<file path="src/rtl/loader_pkg.sv">
// Shared types and constants for the instruction memory boot loader.
// The CHK state is only reachable when LOADER_CHECKSUM_EN is defined.
package loader_pkg;

    typedef enum logic [2:0] {LEN0, LEN1, DATA, CHK, DONE, ERR} loader_state_t;

    localparam int BYTES_PER_WORD = 4;
    localparam int LEN_BYTES      = 2;

endpackage

</file>
<file path="src/rtl/byte_assembler.sv">
// Packs a little-endian byte stream into 32-bit words.
// word_valid pulses for one cycle, the cycle after the 4th byte of a word.
module byte_assembler
    import loader_pkg::*;
(
    input  logic        clk,
    input  logic        reset,
    input  logic [7:0]  byte_in,
    input  logic        byte_valid,
    input  logic        clear,
    output logic [31:0] word_out,
    output logic        word_valid
);

    logic [1:0]  cnt;
    logic [31:0] sr;

    always_ff @(posedge clk or posedge reset) begin
        if (reset) begin
            cnt        <= '0;
            sr         <= '0;
            word_out   <= '0;
            word_valid <= 1'b0;
        end else begin
            word_valid <= 1'b0;
            if (clear) begin
                cnt <= '0;
                sr  <= '0;
            end else if (byte_valid) begin
                // Shift in from the top so the first byte ends up in [7:0]
                sr  <= {byte_in, sr[31:8]};
                cnt <= cnt + 2'd1;
                if (cnt == 2'(BYTES_PER_WORD - 1)) begin
                    word_out   <= {byte_in, sr[31:8]};
                    word_valid <= 1'b1;
                end
            end
        end
    end

endmodule

</file>
<file path="src/rtl/instr_mem_loader.sv">
// Boot-time loader: length-prefixed byte stream -> instruction memory writes,
// holding the CPU in reset until the image is in. Optional LOADER_CHECKSUM_EN.
module instr_mem_loader
    import loader_pkg::*;
#(
    parameter int ADDR_WIDTH = 12,
    parameter int DATA_WIDTH = 32
) (
    input  logic                  clk,
    input  logic                  reset,
    input  logic [7:0]            rx_data,
    input  logic                  rx_valid,
    output logic                  rx_ready,
    output logic                  wr_en,
    output logic [ADDR_WIDTH-1:0] wr_addr,
    output logic [DATA_WIDTH-1:0] wr_data,
    output logic                  cpu_reset,
    output logic                  load_done,
    output logic                  load_err
);

    localparam int          IDX_W = ADDR_WIDTH - 2;
    localparam logic [16:0] CAP   = 17'(1) << IDX_W;

    loader_state_t    state;
    logic [7:0]       len_lo;
    logic [15:0]      len_m1;
    logic [IDX_W-1:0] word_idx;
    logic [1:0]       byte_pos;
    logic             accept;
    logic [15:0]      len_word;
    logic             last_byte;
`ifdef LOADER_CHECKSUM_EN
    logic [7:0]       sum;
    logic [7:0]       chk_total;
    assign chk_total = sum + rx_data;
`endif

    assign rx_ready  = !reset && (state == LEN0 || state == LEN1 || state == DATA
`ifdef LOADER_CHECKSUM_EN
                                  || state == CHK
`endif
                                 );
    assign accept    = rx_valid && rx_ready;
    assign len_word  = {rx_data, len_lo};
    assign last_byte = (byte_pos == 2'(BYTES_PER_WORD - 1));

    byte_assembler u_asm (
        .clk        (clk),
        .reset      (reset),
        .byte_in    (rx_data),
        .byte_valid (accept && state == DATA),
        .clear      (state != DATA),
        .word_out   (wr_data),
        .word_valid (wr_en)
    );

    always_ff @(posedge clk or posedge reset) begin
        if (reset) begin
            state     <= LEN0;
            len_lo    <= '0;
            len_m1    <= '0;
            word_idx  <= '0;
            byte_pos  <= '0;
            wr_addr   <= '0;
            cpu_reset <= 1'b1;
            load_done <= 1'b0;
            load_err  <= 1'b0;
`ifdef LOADER_CHECKSUM_EN
            sum       <= '0;
`endif
        end else begin
            // Lags DONE by one cycle so the final write lands before the CPU runs
            cpu_reset <= (state != DONE);
            if (accept) begin
                unique case (state)
                    LEN0: begin
                        len_lo <= rx_data;
                        state  <= LEN1;
                    end
                    LEN1: begin
                        word_idx <= '0;
                        byte_pos <= '0;
`ifdef LOADER_CHECKSUM_EN
                        sum      <= '0;
`endif
                        if (len_word == 16'd0) begin
`ifdef LOADER_CHECKSUM_EN
                            state     <= CHK;
`else
                            state     <= DONE;
                            load_done <= 1'b1;
`endif
                        end else if ({1'b0, len_word} > CAP) begin
                            state    <= ERR;
                            load_err <= 1'b1;
                        end else begin
                            len_m1 <= len_word - 16'd1;
                            state  <= DATA;
                        end
                    end
                    DATA: begin
                        byte_pos <= byte_pos + 2'd1;
`ifdef LOADER_CHECKSUM_EN
                        sum      <= sum + rx_data;
`endif
                        if (last_byte) begin
                            wr_addr  <= {word_idx, 2'b00};
                            word_idx <= word_idx + 1'b1;
                            if (16'(word_idx) == len_m1) begin
`ifdef LOADER_CHECKSUM_EN
                                state     <= CHK;
`else
                                state     <= DONE;
                                load_done <= 1'b1;
`endif
                            end
                        end
                    end
`ifdef LOADER_CHECKSUM_EN
                    CHK: begin
                        if (chk_total == 8'd0) begin
                            state     <= DONE;
                            load_done <= 1'b1;
                        end else begin
                            state    <= ERR;
                            load_err <= 1'b1;
                        end
                    end
`endif
                    default: ;
                endcase
            end
        end
    end

endmodule

</file>
<file path="config.mk">
export PLATFORM = sky130hd
export DESIGN_NAME = instr_mem_loader
export DESIGN_NICKNAME = d
export VERILOG_FILES = /design/src/rtl/loader_pkg.sv /design/src/rtl/byte_assembler.sv /design/src/rtl/instr_mem_loader.sv
export SDC_FILE = /design/constraint.sdc
export NUM_CORES = 1
export LEC_CHECK = 0
export BUFFER_PORTS_ARGS = -buffer_cell sky130_fd_sc_hd__buf_2
export CORE_ASPECT_RATIO = 0.5
export CORE_UTILIZATION = 45
export CTS_BUF_LIST = sky130_fd_sc_hd__clkbuf_16
export CTS_CLUSTER_DIAMETER = 80
export DETAILED_ROUTE_END_ITERATION = 8
export SYNTH_ARGS = -nofsm -noshare
export SYNTH_HDL_FRONTEND = slang
export SYNTH_SLANG_ARGS = --single-unit
</file>
<file path="constraint.sdc">
create_clock -name clk -period 6.01 [get_ports clk]
set_clock_uncertainty 0.15 [all_clocks]
set_input_delay 1.5025 -clock clk [delete_from_list [all_inputs] [get_ports clk]]
set_output_delay 1.5025 -clock clk [all_outputs]
set_load 0.02 [all_outputs]
</file>
# After elaboration in Yosys (flattened, before gate mapping)
# Index checks and enable logic that the tools add are counted.
dict set report op_classes {
  n_addsub 4
  n_lt_le_gt_ge 1
  eq_ne 10
  n_mux 19
  n_bitwise 3
  reduce_logical 20
}
# op count
set op_table {}
lappend op_table {{$mux 32} 2}
lappend op_table {{$pmux 10 s2} 1}
lappend op_table {{$eq 10x16->1} 1}
lappend op_table {{$gt 16x11->1 const B} 1}
lappend op_table {{$logic_not 16->1} 1}
lappend op_table {{$sub 16x1->16 const B} 1}
lappend op_table {{$mux 3} 4}
lappend op_table {{$reduce_and 4->1} 3}
lappend op_table {{$add 10x1->10 const B} 1}
lappend op_table {{$mux 10} 1}
lappend op_table {{$pmux 3 s3} 1}
lappend op_table {{$reduce_and 3->1} 3}
lappend op_table {{$mux 1} 6}
lappend op_table {{$reduce_and 5->1} 1}
lappend op_table {{$add 2x1->2 const B} 2}
lappend op_table {{$eq 2x2->1 const B} 2}
lappend op_table {{$mux 2} 2}
lappend op_table {{$ne 2x1->1 const B} 2}
lappend op_table {{$pmux 2 s2} 1}
lappend op_table {{$reduce_and 2->1} 2}
lappend op_table {{$reduce_bool 2->1} 2}
lappend op_table {{$eq 3x1->1 const B} 1}
lappend op_table {{$eq 3x2->1 const B} 1}
lappend op_table {{$logic_and 1x1->1} 3}
lappend op_table {{other kinds (9)} 12}
dict set report word_totals {
  reg_bits 119
  inputBits 11
  out_inout_bits 49
  elab_cells 70
}

# Logic depth before layout (Yosys ltp)
dict set report logic_depth {
  depth_word 8
  mapped_depth 10
  ltp_nobuf 7
}

# Modules after synthesis
# From an unflattened synthesis, not the netlist that was laid out.
dict set report unflattened {
  cells_unflattened 397
  area_unflattened_um2 5039.8
}
# mod instances cells_each area_per_inst_um2 seq_area_each_um2
set modules_own_cells {}
lappend modules_own_cells {instr_mem_loader 1 241 2622.5 1302.5}
lappend modules_own_cells {byte_assembler 1 156 2417.3 1476.4}

# Worst setup path before layout
# Ideal clock, no wire load.
dict set report synth_path {
  path_kind {input-to-output}
  from {input port reset}
  to {output port rx_ready}
  t_arrival_ps 2025
  required_time_ps 4357
  setup_slack_ps 2333
  path_stages 1
  path_cell_list {a211oi_1}
}
dict set report synth_between {
  elab_chain_cells 2
}
# item line
set synth_rtl {}
lappend synth_rtl {{start: declaration} instr_mem_loader.sv:10} ;# input logic reset,
lappend synth_rtl {{$logic_not 1->1 (no line)} n/a}
lappend synth_rtl {{$logic_and 1x1->1} instr_mem_loader.sv:39} ;# assign rx_ready = !reset && (state == LEN0 || state == LEN1 || state == DATA
lappend synth_rtl {{end: declaration} instr_mem_loader.sv:13} ;# output logic rx_ready,
# No other way between the ends.

# Worst setup path in the final report
dict set report layout_path {
  from {input port rx_data[0]}
  to {register len_m1[15]}
}
dict set report layout_between {
  elab_chain_cells 3
  word_cells_on_any_way 6
  classes_between {add/sub: 1; order compare: 1; bitwise: 2; reduce/logical: 2}
}
# item line
set layout_rtl {}
lappend layout_rtl {{start: declaration} instr_mem_loader.sv:11} ;# input logic [7:0] rx_data,
lappend layout_rtl {{$gt 16x11->1 / $logic_not 16->1 (equally long branches)} {instr_mem_loader.sv:94, instr_mem_loader.sv:87}}
lappend layout_rtl {{$not 1->1 (no line)} n/a}
lappend layout_rtl {{$reduce_and 4->1 (no line)} n/a}
lappend layout_rtl {{end signal: assignment} instr_mem_loader.sv:98} ;# len_m1 <= len_word - 16'd1;
lappend layout_rtl {{end: declaration} instr_mem_loader.sv:27} ;# logic [15:0] len_m1;
# Several ways; a longest one is shown, not always the timed one.
# A chain may end at the register's enable or synchronous reset.

==> results.md <==
* Outcome: finished, final reports clean
* Routability cong. at 0.7269
* Post-route antenna net violation count at 0
* Register area share after synthesis at 0.5799
* Hold Fails Final Rpt at 0
* Worst endpoint data arrival time at 3.73 ns
* Number of setup buffers added after CTS at 0
* Max cap viols at 0
* P&R area growth vs syn at 12.51%
* Fraction of layout cells with a size suffix above 1 at 0.2937
* Pin slew with the least headroom to its limit at 1.031 ns
* Most instantiated library cell after synthesis: sky130_fd_sc_hd__dfrtp_1
* Ordered list of cells on the worst path: buf_2 -> or4_1 -> o31ai_4 -> and4b_1 -> nand2_1 -> o21a_1
* Area of the placeable core at about 10000 um2
* I/O pin cnt at 60
* Half-perimeter wire length after placement at 6103 um
* Final routed wirelength across all metal layers at 9216 um
* Insertion delay of the later-clocked pin in the worst-skew pair at about 0.35 ns
* CTS Hold Bufs at 0
* Height of the chip at 74.97 um
* Worst-case vdd ir drop at around 0.13 mV
* Via count of the first global-routing pass at about 2900
* Largest area contributor in the synthesized netlist: sky130_fd_sc_hd__dfrtp_1
* Number of synthesized flops with an enable pin at 0
* Setup repair after global routing missed its margin: false
* PostCTS Resize Cnt at 0
* Mapped cell area at 4792 um2
* Average routed wire per standard cell at between 15 and 20 um
* First-iteration detailed-routing DRC count at between 150 and 200
* Area contributors post-synth: sky130_fd_sc_hd__dfrtp_1 57%, sky130_fd_sc_hd__mux2_2 11%, sky130_fd_sc_hd__nand2_1 4.9%, sky130_fd_sc_hd__a21oi_1 3.7%, sky130_fd_sc_hd__xnor2_1 3.5%
* Gate Count Post-Synth at 411
* Floorplan die area at 11090 um2
* # clock sinks at 111
* Final setup viols at 0
* TritonCTS clock tree: built
* Longest Clk Path Bufs at 2
* Worst Setup Path Type: in2reg
* Maximum clock rate at 274.1 MHz
* Lkg Pwr at 2.661 nW
* Number of antenna violations at the first check in global routing at 0
* Number of DRC violations after detailed routing at 0
* Delay of the slowest cell on the worst path at 0.81 ns
* Share of the synthesized area in the top cell type at 0.5744
* Pwr dens at 292.1 nW/um2
* Most used flip-flop cell after synthesis: sky130_fd_sc_hd__dfrtp_1
* Via-per-instance ratio at 5.068
* Number of clock buffers inserted by TritonCTS at 9
* Total vias in the final route at 3056
* Data required time at the worst endpoint at 6.10 ns
* Period Utilization, post-route at 0.6070
* Horizontal extent of the die at 147.9 um
* CTS clock-pin slew for the worst setup and hold paths at 0.07 ns
* Leading cell types by count after synthesis: 110 x sky130_fd_sc_hd__dfrtp_1, 62 x sky130_fd_sc_hd__nand2_1, 45 x sky130_fd_sc_hd__mux2_2, 35 x sky130_fd_sc_hd__a21oi_1, 25 x sky130_fd_sc_hd__nor2_1
* Antenna Diode Count at 0
* Number of warnings printed during yosys synthesis at 0
* NumNets Final at ~470
* Global-route usage over all layers at 0.1824
* CTS H-tree lvls at 3
* Global-route wire length before repair at approximately 15000 um
* Largest net degree at the start of global routing at 78
* Slowest stage cell on the critical path: sky130_fd_sc_hd__and4b_1
* Setup crit end kind: register
* Starting Density at 0.4662
* Synthesis-stage register bit count at 111
* Number of max-slew violations in the final report at 0
* Number of core rows at 26
* Cell at the root of the clock tree: sky130_fd_sc_hd__clkbuf_16
* Final period demand of the worst path at between 3 and 4 ns
* Cell Area, Placed at slightly above 5000 um2
* Number of iterations in the first detailed-routing pass at 4
* Setup TNS at 0 ns
* Average cell area after synthesis at 11.66 um2
* Total Power at about 1.6 mW
* Port Buf Inserts at 57
* Overflow left after global routing at 0
* Worst hold path type: reg2reg
* Max FO, Critical Path at 27
* Relative slew slack at 0.3069
* Type of origin of the critical path: input pin
* Library cells used by synthesis at 54
* Design Area, Final at around 5400 um2
* Fraction of registers with async set or reset after synthesis at 1.000
## path summary, 6_finish.rpt
| check | cells past startpoint | start | to | slack [ns] |
|---|---|---|---|---|
| max | 6 | rx_data[0] | len_m1[15] | 2.36 |
| min | 1 | load_err | load_err | 0.30 |
| max reg2reg | 7 | len_lo[0] | len_m1[15] | 2.88 |
| min reg2reg | 1 | load_err | load_err | 0.30 |
| max in group asynchronous | 3 | reset | state[0] | 3.47 |
| min in group asynchronous | 2 | reset | word_idx[0] | 1.24 |
## cells in the final DEF, fill, tap and decap left out, types with 5 or more instances in the layout
master / Yosys / final
sky130_fd_sc_hd__a21oi_1: 35 / 34
sky130_fd_sc_hd__dfrtp_1: 110 / 110
sky130_fd_sc_hd__nor2_1: 25 / 25
sky130_fd_sc_hd__nand4_1: 5 / 5
sky130_fd_sc_hd__buf_2: 5 / 57
sky130_fd_sc_hd__xor2_1: 7 / 7
sky130_fd_sc_hd__nand2_1: 62 / 62
sky130_fd_sc_hd__clkbuf_16: 0 / 9
sky130_fd_sc_hd__nand3_1: 5 / 5
sky130_fd_sc_hd__inv_1: 8 / 8
sky130_fd_sc_hd__mux2_2: 45 / 45
sky130_fd_sc_hd__nor4_1: 6 / 6
sky130_fd_sc_hd__xnor2_1: 19 / 19
## worst max-delay path, delay by kind of cell
kind                   cells  cell delay, ns
AOI/OAI and AO/OA          2            0.41
and+or+nand+nor            3            1.67
buffers and inverters      1            0.14
## metrics by stage
step	cells	setup WS, ns	hold slack [ns]	utilization
3_3_place_gp	588	2.063	0.2948	0.4989
3_5_place_dp	588	1.992	0.2961	0.4989
2_1_floorplan	412	1.429	0.3057	-
6_report	603	2.362	0.3035	0.5245
5_1_grt	603	2.209	0.3245	0.5245
4_1_cts	603	2.375	0.3083	0.5245
## kinds of logic after synthesis
group / synth area share
xor+xnor: 0.04752
flops: 0.5799
other cells: 0.0007825
simple gates: 0.1316
compound gates: 0.07284
buf+inv: 0.03890
fa+ha+maj: 0.01044
mux: 0.1180
## flip-flops by register name (all words and copies together), names as in the netlist, 2 cells and up
name / count
u_asm.word_out: 32
len_m1: 16
state: 3
byte_pos: 2
u_asm.sr: 24
wr_addr: 10
u_asm.cnt: 2
word_idx: 10
len_lo: 8
## area by class of cell
| cell class | count | area [um2] |
|---|---|---|
| Inverter | 8 | 32.53 |
| Clock inverter | 6 | 37.54 |
| Multi-Input combinational cell | 269 | 1834 |
| Clock buffer | 9 | 225.2 |
| Fill cell | 950 | 4888 |
| Tap cell | 140 | 175.2 |
| Sequential cell | 111 | 2779 |
| Timing Repair Buffer | 60 | 307.8 |
## layer usage
layer	global-route usage	part of all wire
met5	0	0
met4	0.06529	0.011
met3	0.05152	0.038
met2	0.2725	0.44
met1	0.2572	0.51
## power by group
part           total (mW)  internal [mW]  switching [mW]
registers           0.841          0.789          0.0524
clock network       0.542          0.278           0.265
logic               0.191         0.0762           0.115
total                1.57           1.14           0.432
Note: power is estimated with default switching activity, not from simulation.
